==> src/rtl/video_timing_gen.sv <==
// Raster timing generator: free-running h/v counters advanced by a qualified pixel strobe,
// with a horizontal phase FSM and registered sync, blanking, position and pulse outputs.
module video_timing_gen #(
  parameter int H_ACTIVE = 640,
  parameter int H_FP     = 16,
  parameter int H_SYNC   = 96,
  parameter int H_BP     = 48,
  parameter int V_ACTIVE = 480,
  parameter int V_FP     = 10,
  parameter int V_SYNC   = 2,
  parameter int V_BP     = 33
) (
  input  logic       clk,
  input  logic       n_rst,
  input  logic       enable,
  input  logic       pixel_tick,
  output logic       hsync,
  output logic       vsync,
  output logic       video_on,
  output logic [9:0] pix_x,
  output logic [9:0] pix_y,
  output logic       line_end,
  output logic       frame_start
);

  // Both totals must fit the 10-bit counters (<= 1024).
  localparam int H_TOTAL = H_ACTIVE + H_FP + H_SYNC + H_BP;
  localparam int V_TOTAL = V_ACTIVE + V_FP + V_SYNC + V_BP;

  localparam logic [9:0] H_LAST        = 10'(H_TOTAL - 1);
  localparam logic [9:0] H_FRONT_START = 10'(H_ACTIVE);
  localparam logic [9:0] H_SYNC_START  = 10'(H_ACTIVE + H_FP);
  localparam logic [9:0] H_BACK_START  = 10'(H_ACTIVE + H_FP + H_SYNC);
  localparam logic [9:0] V_LAST        = 10'(V_TOTAL - 1);
  localparam logic [9:0] V_ACT_END     = 10'(V_ACTIVE);
  localparam logic [9:0] V_SYNC_START  = 10'(V_ACTIVE + V_FP);
  localparam logic [9:0] V_SYNC_END    = 10'(V_ACTIVE + V_FP + V_SYNC);

  typedef enum logic [1:0] {
    H_ACT   = 2'd0,
    H_FRONT = 2'd1,
    H_SYNCP = 2'd2,
    H_BACK  = 2'd3
  } h_state_t;

  h_state_t   h_state;
  h_state_t   h_state_nxt;
  logic [9:0] h_cnt;
  logic [9:0] v_cnt;
  logic [9:0] h_nxt;
  logic [9:0] v_nxt;
  logic       adv;
  logic       h_wrap;
  logic       v_wrap;
  logic       von_nxt;
  logic       vs_nxt;

  // Strobe semantics: an advance happens on every clk where enable and pixel_tick are
  // both high; there is no backpressure, and with enable low everything holds.
  always_comb begin
    adv    = enable & pixel_tick;
    h_wrap = (h_cnt == H_LAST);
    v_wrap = (v_cnt == V_LAST);
    h_nxt  = h_wrap ? 10'd0 : h_cnt + 10'd1;
    v_nxt  = v_cnt;
    if (h_wrap) begin
      v_nxt = v_wrap ? 10'd0 : v_cnt + 10'd1;
    end
  end

  always_comb begin
    h_state_nxt = h_state;
    case (h_state)
      H_ACT:   if (h_nxt == H_FRONT_START) h_state_nxt = H_FRONT;
      H_FRONT: if (h_nxt == H_SYNC_START)  h_state_nxt = H_SYNCP;
      H_SYNCP: if (h_nxt == H_BACK_START)  h_state_nxt = H_BACK;
      H_BACK:  if (h_wrap)                 h_state_nxt = H_ACT;
      default: h_state_nxt = H_BACK;
    endcase
  end

  // Outputs are computed from the post-advance values so they land on the same edge
  // as the counters they describe.
  always_comb begin
    von_nxt = (h_state_nxt == H_ACT) && (v_nxt < V_ACT_END);
    vs_nxt  = !((v_nxt >= V_SYNC_START) && (v_nxt < V_SYNC_END));
  end

  always_ff @(posedge clk) begin
    if (!n_rst) begin
      h_cnt       <= H_LAST;
      v_cnt       <= V_LAST;
      h_state     <= H_BACK;
      hsync       <= 1'b1;
      vsync       <= 1'b1;
      video_on    <= 1'b0;
      pix_x       <= 10'd0;
      pix_y       <= 10'd0;
      line_end    <= 1'b0;
      frame_start <= 1'b0;
    end else if (adv) begin
      h_cnt       <= h_nxt;
      v_cnt       <= v_nxt;
      h_state     <= h_state_nxt;
      hsync       <= (h_state_nxt != H_SYNCP);
      vsync       <= vs_nxt;
      video_on    <= von_nxt;
      pix_x       <= von_nxt ? h_nxt : 10'd0;
      pix_y       <= von_nxt ? v_nxt : 10'd0;
      line_end    <= h_wrap;
      frame_start <= h_wrap && v_wrap;
    end else begin
      line_end    <= 1'b0;
      frame_start <= 1'b0;
    end
  end

endmodule

==> config.mk <==
export PLATFORM = sky130hd
export DESIGN_NAME = video_timing_gen
export DESIGN_NICKNAME = d
export VERILOG_FILES = /design/src/rtl/video_timing_gen.sv
export SDC_FILE = /design/constraint.sdc
export NUM_CORES = 1
export LEC_CHECK = 0
export BUFFER_PORTS_ARGS = -buffer_cell sky130_fd_sc_hd__clkbuf_2
export CAP_MARGIN = 40
export CORE_UTILIZATION = 59
export CTS_CLUSTER_DIAMETER = 40
export DETAILED_ROUTE_END_ITERATION = 6
export HOLD_SLACK_MARGIN = 0.03
export PLACE_DENSITY = 0.83
export SYNTH_ARGS = -nofsm -noshare
export SYNTH_HDL_FRONTEND = slang
export SYNTH_SLANG_ARGS = --single-unit
==> constraint.sdc <==
create_clock -name clk -period 2.5 [get_ports clk]
set_clock_uncertainty 0.05 [all_clocks]
set_input_delay 0.25 -clock clk [delete_from_list [all_inputs] [get_ports clk]]
set_output_delay 0.25 -clock clk [all_outputs]
set_load 0.005 [all_outputs]
Word-level counts from Yosys, hierarchy flattened
Index checks and enable logic that the tools add are counted.
{ "op_classes": {"add_sub_neg": 2, "order_cmp": 3, "eq_ne": 9, "mux": 10, "bitwise": 1, "n_reduce_logical": 7} }
{ "ops": {"columns": ["operator", "n"], "rows": [
  ["10-bit equality test (second input constant)", 5],
  ["10-bit two-way mux", 5],
  ["10-bit by 1-bit adder with 10-bit output (second input constant)", 2],
  ["10-bit by 9-bit less-than comparator with 1-bit output (second input constant)", 2],
  ["10-bit by 9-bit greater-or-equal comparator with 1-bit output (second input constant)", 1],
  ["2-bit two-way mux", 4],
  ["2-bit one-hot mux with 4 select lines", 1],
  ["2-bit equality test (second input constant)", 2],
  ["2-bit zero test", 2],
  ["1-bit logical AND", 3],
  ["2-bit by 1-bit equality test with 1-bit output (second input constant)", 1],
  ["2-bit != test (second input constant)", 1],
  ["2-bit AND reduction", 1],
  ["1-bit bitwise AND", 1],
  ["1-bit zero test", 1]
]} }
{ "word_totals": {"ff_bits": 47, "output_inout_bits": 25, "elab_cells": 42} }

Longest topological paths before layout
{ "depth": {"depth_word": 8, "ltp_mapped": 10, "mapped_depth_nobuf": 8} }

Worst setup path before layout
No wires, ideal clock.
{ "synth_timing": {"path_type": "reg2reg", "from": "register h_cnt[0]", "to": "register pix_x[4]", "arrival_ps": 1954, "required_time_ps": 2325, "path_slack_ps": 370, "path_stages_with_launch": 10, "n_path_buf": 2, "period_less_slack_ps": 2130, "path_cell_list": "dfxtp_1 ha_1 clkbuf_1 xnor2_1 nand4b_1 a311oi_1 o2111ai_2 nand3_4 buf_8 o31ai_2"} }
{ "synth_via": {"elab_chain_cells": 8, "elab_cells_between_ends": 16} }
{ "synth_rtl": {"columns": ["element", "line_no", "source"], "rows": [
  ["start: declaration", "48", "logic [9:0] h_cnt;"],
  ["start signal: assignment", "102", "h_cnt <= h_nxt;"],
  ["10-bit by 1-bit adder with 10-bit output or 10-bit equality test (tied branches)", "64, 62", null],
  ["10-bit two-way mux", "64", "h_nxt = h_wrap ? 10'd0 : h_cnt + 10'd1;"],
  ["10-bit equality test (on tied branches)", "76, 74, 75", null],
  ["2-bit two-way mux (on tied branches)", "76, 74, 75", null],
  ["2-bit one-hot mux with 4 select lines", "73", "case (h_state)"],
  ["2-bit zero test", "85", "von_nxt = (h_state_nxt == H_ACT) && (v_nxt < V_ACT_END);"],
  ["1-bit logical AND", "85", null],
  ["10-bit two-way mux (*)", "108", "pix_x <= von_nxt ? h_nxt : 10'd0;"],
  ["end signal: assignment", "108", null],
  ["end: declaration", "20", "output logic [9:0] pix_x,"]
]} }
Every way passes the cells marked *; elsewhere a longest branch is shown, timed or not.
A chain may end at the register's enable or synchronous reset.

Worst setup path in the final report
{ "layout_timing": {"from": "register v_cnt[1]", "to": "register pix_y[6]"} }
{ "layout_via": {"elab_chain_cells": 6, "elab_cells_between_ends": 7} }
{ "layout_rtl": {"columns": ["element", "line_no", "source"], "rows": [
  ["start: declaration", "49", "logic [9:0] v_cnt;"],
  ["start signal: assignment", "103", "v_cnt <= v_nxt;"],
  ["10-bit by 1-bit adder with 10-bit output or 10-bit equality test (tied branches)", "67, 63", null],
  ["10-bit two-way mux", "67", "v_nxt = v_wrap ? 10'd0 : v_cnt + 10'd1;"],
  ["10-bit two-way mux (*)", "66", "if (h_wrap) begin"],
  ["10-bit by 9-bit less-than comparator with 1-bit output", "85", null],
  ["1-bit logical AND", "85", null],
  ["10-bit two-way mux (*)", "109", "pix_y <= von_nxt ? v_nxt : 10'd0;"],
  ["end signal: assignment", "109", null],
  ["end: declaration", "21", "output logic [9:0] pix_y,"]
]} }
Marked as above.

==> flow_summary.yaml <==
run_status:
  status: "complete, but fails checks"
  violations: "DRC"
power:
  powerDensity_nw_per_um2: 578
  power.leakage_nw: 1.26
  fin_total_pwr_mw: 1.82
  switching_share_pct: 31.7
  peakVddDrop_mv: 0.319
  p_clk_share_pct: 29.6
  sequentialPowerShare_pct: 44.5
  comb_power_share_pct: 25.9
  power.internal_mw: 1.25
  switchingPower_mw: 0.578
final_layout:
  drive_above_1_share_pct: 23.7
  seqCellArea_um2: 941
  fillers: 350
  finish.utilization_pct: 70.1
  antenna_cells: 0
  layout_common_cells: "nand2_1 (55), dfxtp_1 (47), clkbuf_2 (28)"
  final_common_cell: "nand2_1"
  num-nets-final: 371
  area_growth_pct: 11.1
  multiInputGateArea_um2: 1710
  stdcell_area_um2: 3160
placed_design:
  place_congestion: 0.929
  port-buffer-count: 28
  placed_cell_area_um2: 3040
  dpl.hpwl_um: 4760
worst_hold_path:
  whs_path_depth: 2
  hold_path.class: "in -> reg"
synthesis:
  synthFlopType: "dfxtp_1"
  synth_seq_cells: 47
  async_reset_ff_share_pct: 0
  syn_nets: 346
  synth_area_leaders: "dfxtp_1 (33%), nand2_1 (7.3%), o31ai_2 (7.0%), o21ai_0 (3.2%), xor2_1 (2.2%)"
  ys_seq_area_share_pct: 33.1
  synth_area_per_cell_um2: 8.41
  yosys_warnings: 0
  synth.top_cell.area_share_pct: 33.1
  synth_area_um2: 2840
  yosysUniqueCellTypes: 61
  synth_edf_count: 0
  synth_top_cell_by_area: "dfxtp_1"
  synthCells: 338
critical_path:
  crit_buf_inv: 1
  path_delay_family: "compound AO/OA/AOI/OAI gates"
  reg2reg_to: "pix_y[6]$_SDFFE_PN0P_"
  slowest_delay_ns: 0.48
  r2r-start: "v_cnt[1]$_SDFFE_PN0P_"
  cp.depth: 8
  ff2ff_path_depth: 8
  critPathRequiredTime_ns: 2.67
  cp_slowest_cell: "dfxtp_1"
  worst-setup-path-type: "reg -> reg"
  path_max_fanout: 20
  crit_path_end: "pix_y[6]$_SDFFE_PN0P_"
  setup.worst_path.start: "v_cnt[1]$_SDFFE_PN0P_"
  setup.worst_path.end_class: "register"
  r2r_slack_ns: 0.13
  cp_common_cell: "o22ai_2"
  arrival_ns: 2.54
  startpoint_type: "register"
  path_cells: "ha_1 > and3_1 > nand3_2 > o31a_1 > o22ai_2 > o22ai_2 > buf_12 > o31ai_2"
sta:
  finalHoldViolCount: 0
  slew_viol_final: 0
  clock.fmax_mhz: 422
  setup_violations: 0
  slew_headroom_pct: 55.5
  tightest_slew_ns: 0.668
  min_period_ns: 2.37
  fin_crit_sh_pct: 94.7
  whs_ns: 0.266
  final.setup.tns_ns: 0
  rsz0062_at_grt: "no"
drt:
  ant_nets: 0
  drtIter0Drc: 180
  wl_per_cell_um: 16.1
  wl_um: 6690
  viasPerCell: 6.27
  dr_total_vias: 2600
  first_pass_iters: 7
  drc_errors: 3
clock_tree:
  cts_sinks: 47
  tritoncts.num_buffers: 5
  cts-root-buf: "clkbuf_8"
  clkTransAtPathRegs_ns: 0.09
  clock_latency_ns: 0.30
  cts_max_path_buffers: 2
  htree_levels: 2
  cts_tree: "done"
global_route:
  track_usage_pct: 27.7
  grt_max_degree: 21
  grt_pass1_vias: 2313
  busiest_layer: "met2"
  grt_use_met1_pct: 38.5
  grt.met3_usage_pct: 4.22
  grt_first_pass_wirelength_um: 11100
  gr-total-overflow: 0
  grt_use_met2_pct: 43.4
  antenna_found_initial: 0
floorplanning:
  die_area_um2: 5100
  io_pins: 29
  row_count: 24
  initial_core_util_pct: 63.1
  die_h_um: 71.4
  die_w_um: 71.4
  fp.coreArea_um2: 4500
run:
  cap_violations: 0
-- final cells by class --
cell class,count,share of cell area [%]
clock buffers,6,2.30
multi-input cells,254,54.3
inverters,6,0.714
clock inverters,1,0.952
well taps,52,2.06
flip-flops and latches,47,29.8
repair buffers,49,9.83
-- routing by layer --
layer  wire length (um)  part of all wire [%]
met5                  0                     0
met4                107                   1.6
met3                426                   6.4
met2               3030                    45
met1               3120                    47
-- power by group through the flow --
stage | Sequential (mW) | Clock, mW | Combinational, mW
final | 0.812 | 0.540 | 0.472
after floorplan | 0.808 | 0 | 0.354
after global routing | 0.817 | 0.574 | 0.513
after global placement | 0.825 | 0 | 0.442
after detailed placement | 0.827 | 0 | 0.452
after CTS | 0.810 | 0.549 | 0.459
-- sequential cells by signal, summed over array words and instances, names as in the netlist --
name         count
h_cnt           10
pix_x           10
pix_y           10
v_cnt           10
h_state          2
frame_start      1
hsync            1
line_end         1
video_on         1
vsync            1
-- kinds of logic after synthesis --
logic type	after synthesis	share of synthesized area, %
simple gates	142	27.8
compound gates	94	25.9
flops	47	33.1
buf+inv	37	7.00
xor+xnor	13	4.01
fa+ha+maj	4	1.76
mux	1	0.352
-- Yosys cell counts (4+ instances only) --
| cell | number |
|---|---|
| buf_6 | 4 |
| o21ai_0 | 18 |
| nor3_1 | 8 |
| clkbuf_1 | 15 |
| or3_1 | 4 |
| buf_2 | 9 |
| and3_1 | 9 |
| o211ai_1 | 8 |
| xnor2_1 | 6 |
| nand3_1 | 11 |
| a21boi_0 | 4 |
| xor2_1 | 7 |
| nor2_1 | 13 |
| nor2b_1 | 4 |
| a21oi_1 | 12 |
| o31ai_2 | 16 |
| ha_1 | 4 |
| nand2_1 | 55 |
| and2_1 | 7 |
| nand4_1 | 7 |
| inv_1 | 6 |
| o21ai_1 | 5 |
| dfxtp_1 | 47 |
-- how the worst min path moves through the flow --
stage | from | end | slack (ns)
floorplan | pix_x[3]$_SDFFE_PN0P_ | pix_x[3]$_SDFFE_PN0P_ | 0.39
CTS | n_rst | h_state[1]$_SDFFE_PN1P_ | 0.25
finish | n_rst | h_state[1]$_SDFFE_PN1P_ | 0.27
detailed placement | pix_x[0]$_SDFFE_PN0P_ | pix_x[0]$_SDFFE_PN0P_ | 0.39
global placement | pix_x[0]$_SDFFE_PN0P_ | pix_x[0]$_SDFFE_PN0P_ | 0.38
global route | n_rst | v_cnt[2]$_SDFFE_PN1P_ | 0.29
-- metrics by stage --
step                setup slack [ns]  instances
global placement               0.181        408
floorplan                      0.370        338
finish                         0.132        415
detailed placement             0.138        408
global route                 0.00482        415
CTS                            0.113        415
-- repair_timing --
| item | 4_1_cts | 5_1_grt |
|---|---|---|
| setup buffers | 0 | 0 |
| setup endpoints to repair | 0 | 17 |
| hold buffers | 0 | 0 |
| resized for setup | 0 | 2 |
Power figures use the tool's default switching activity.
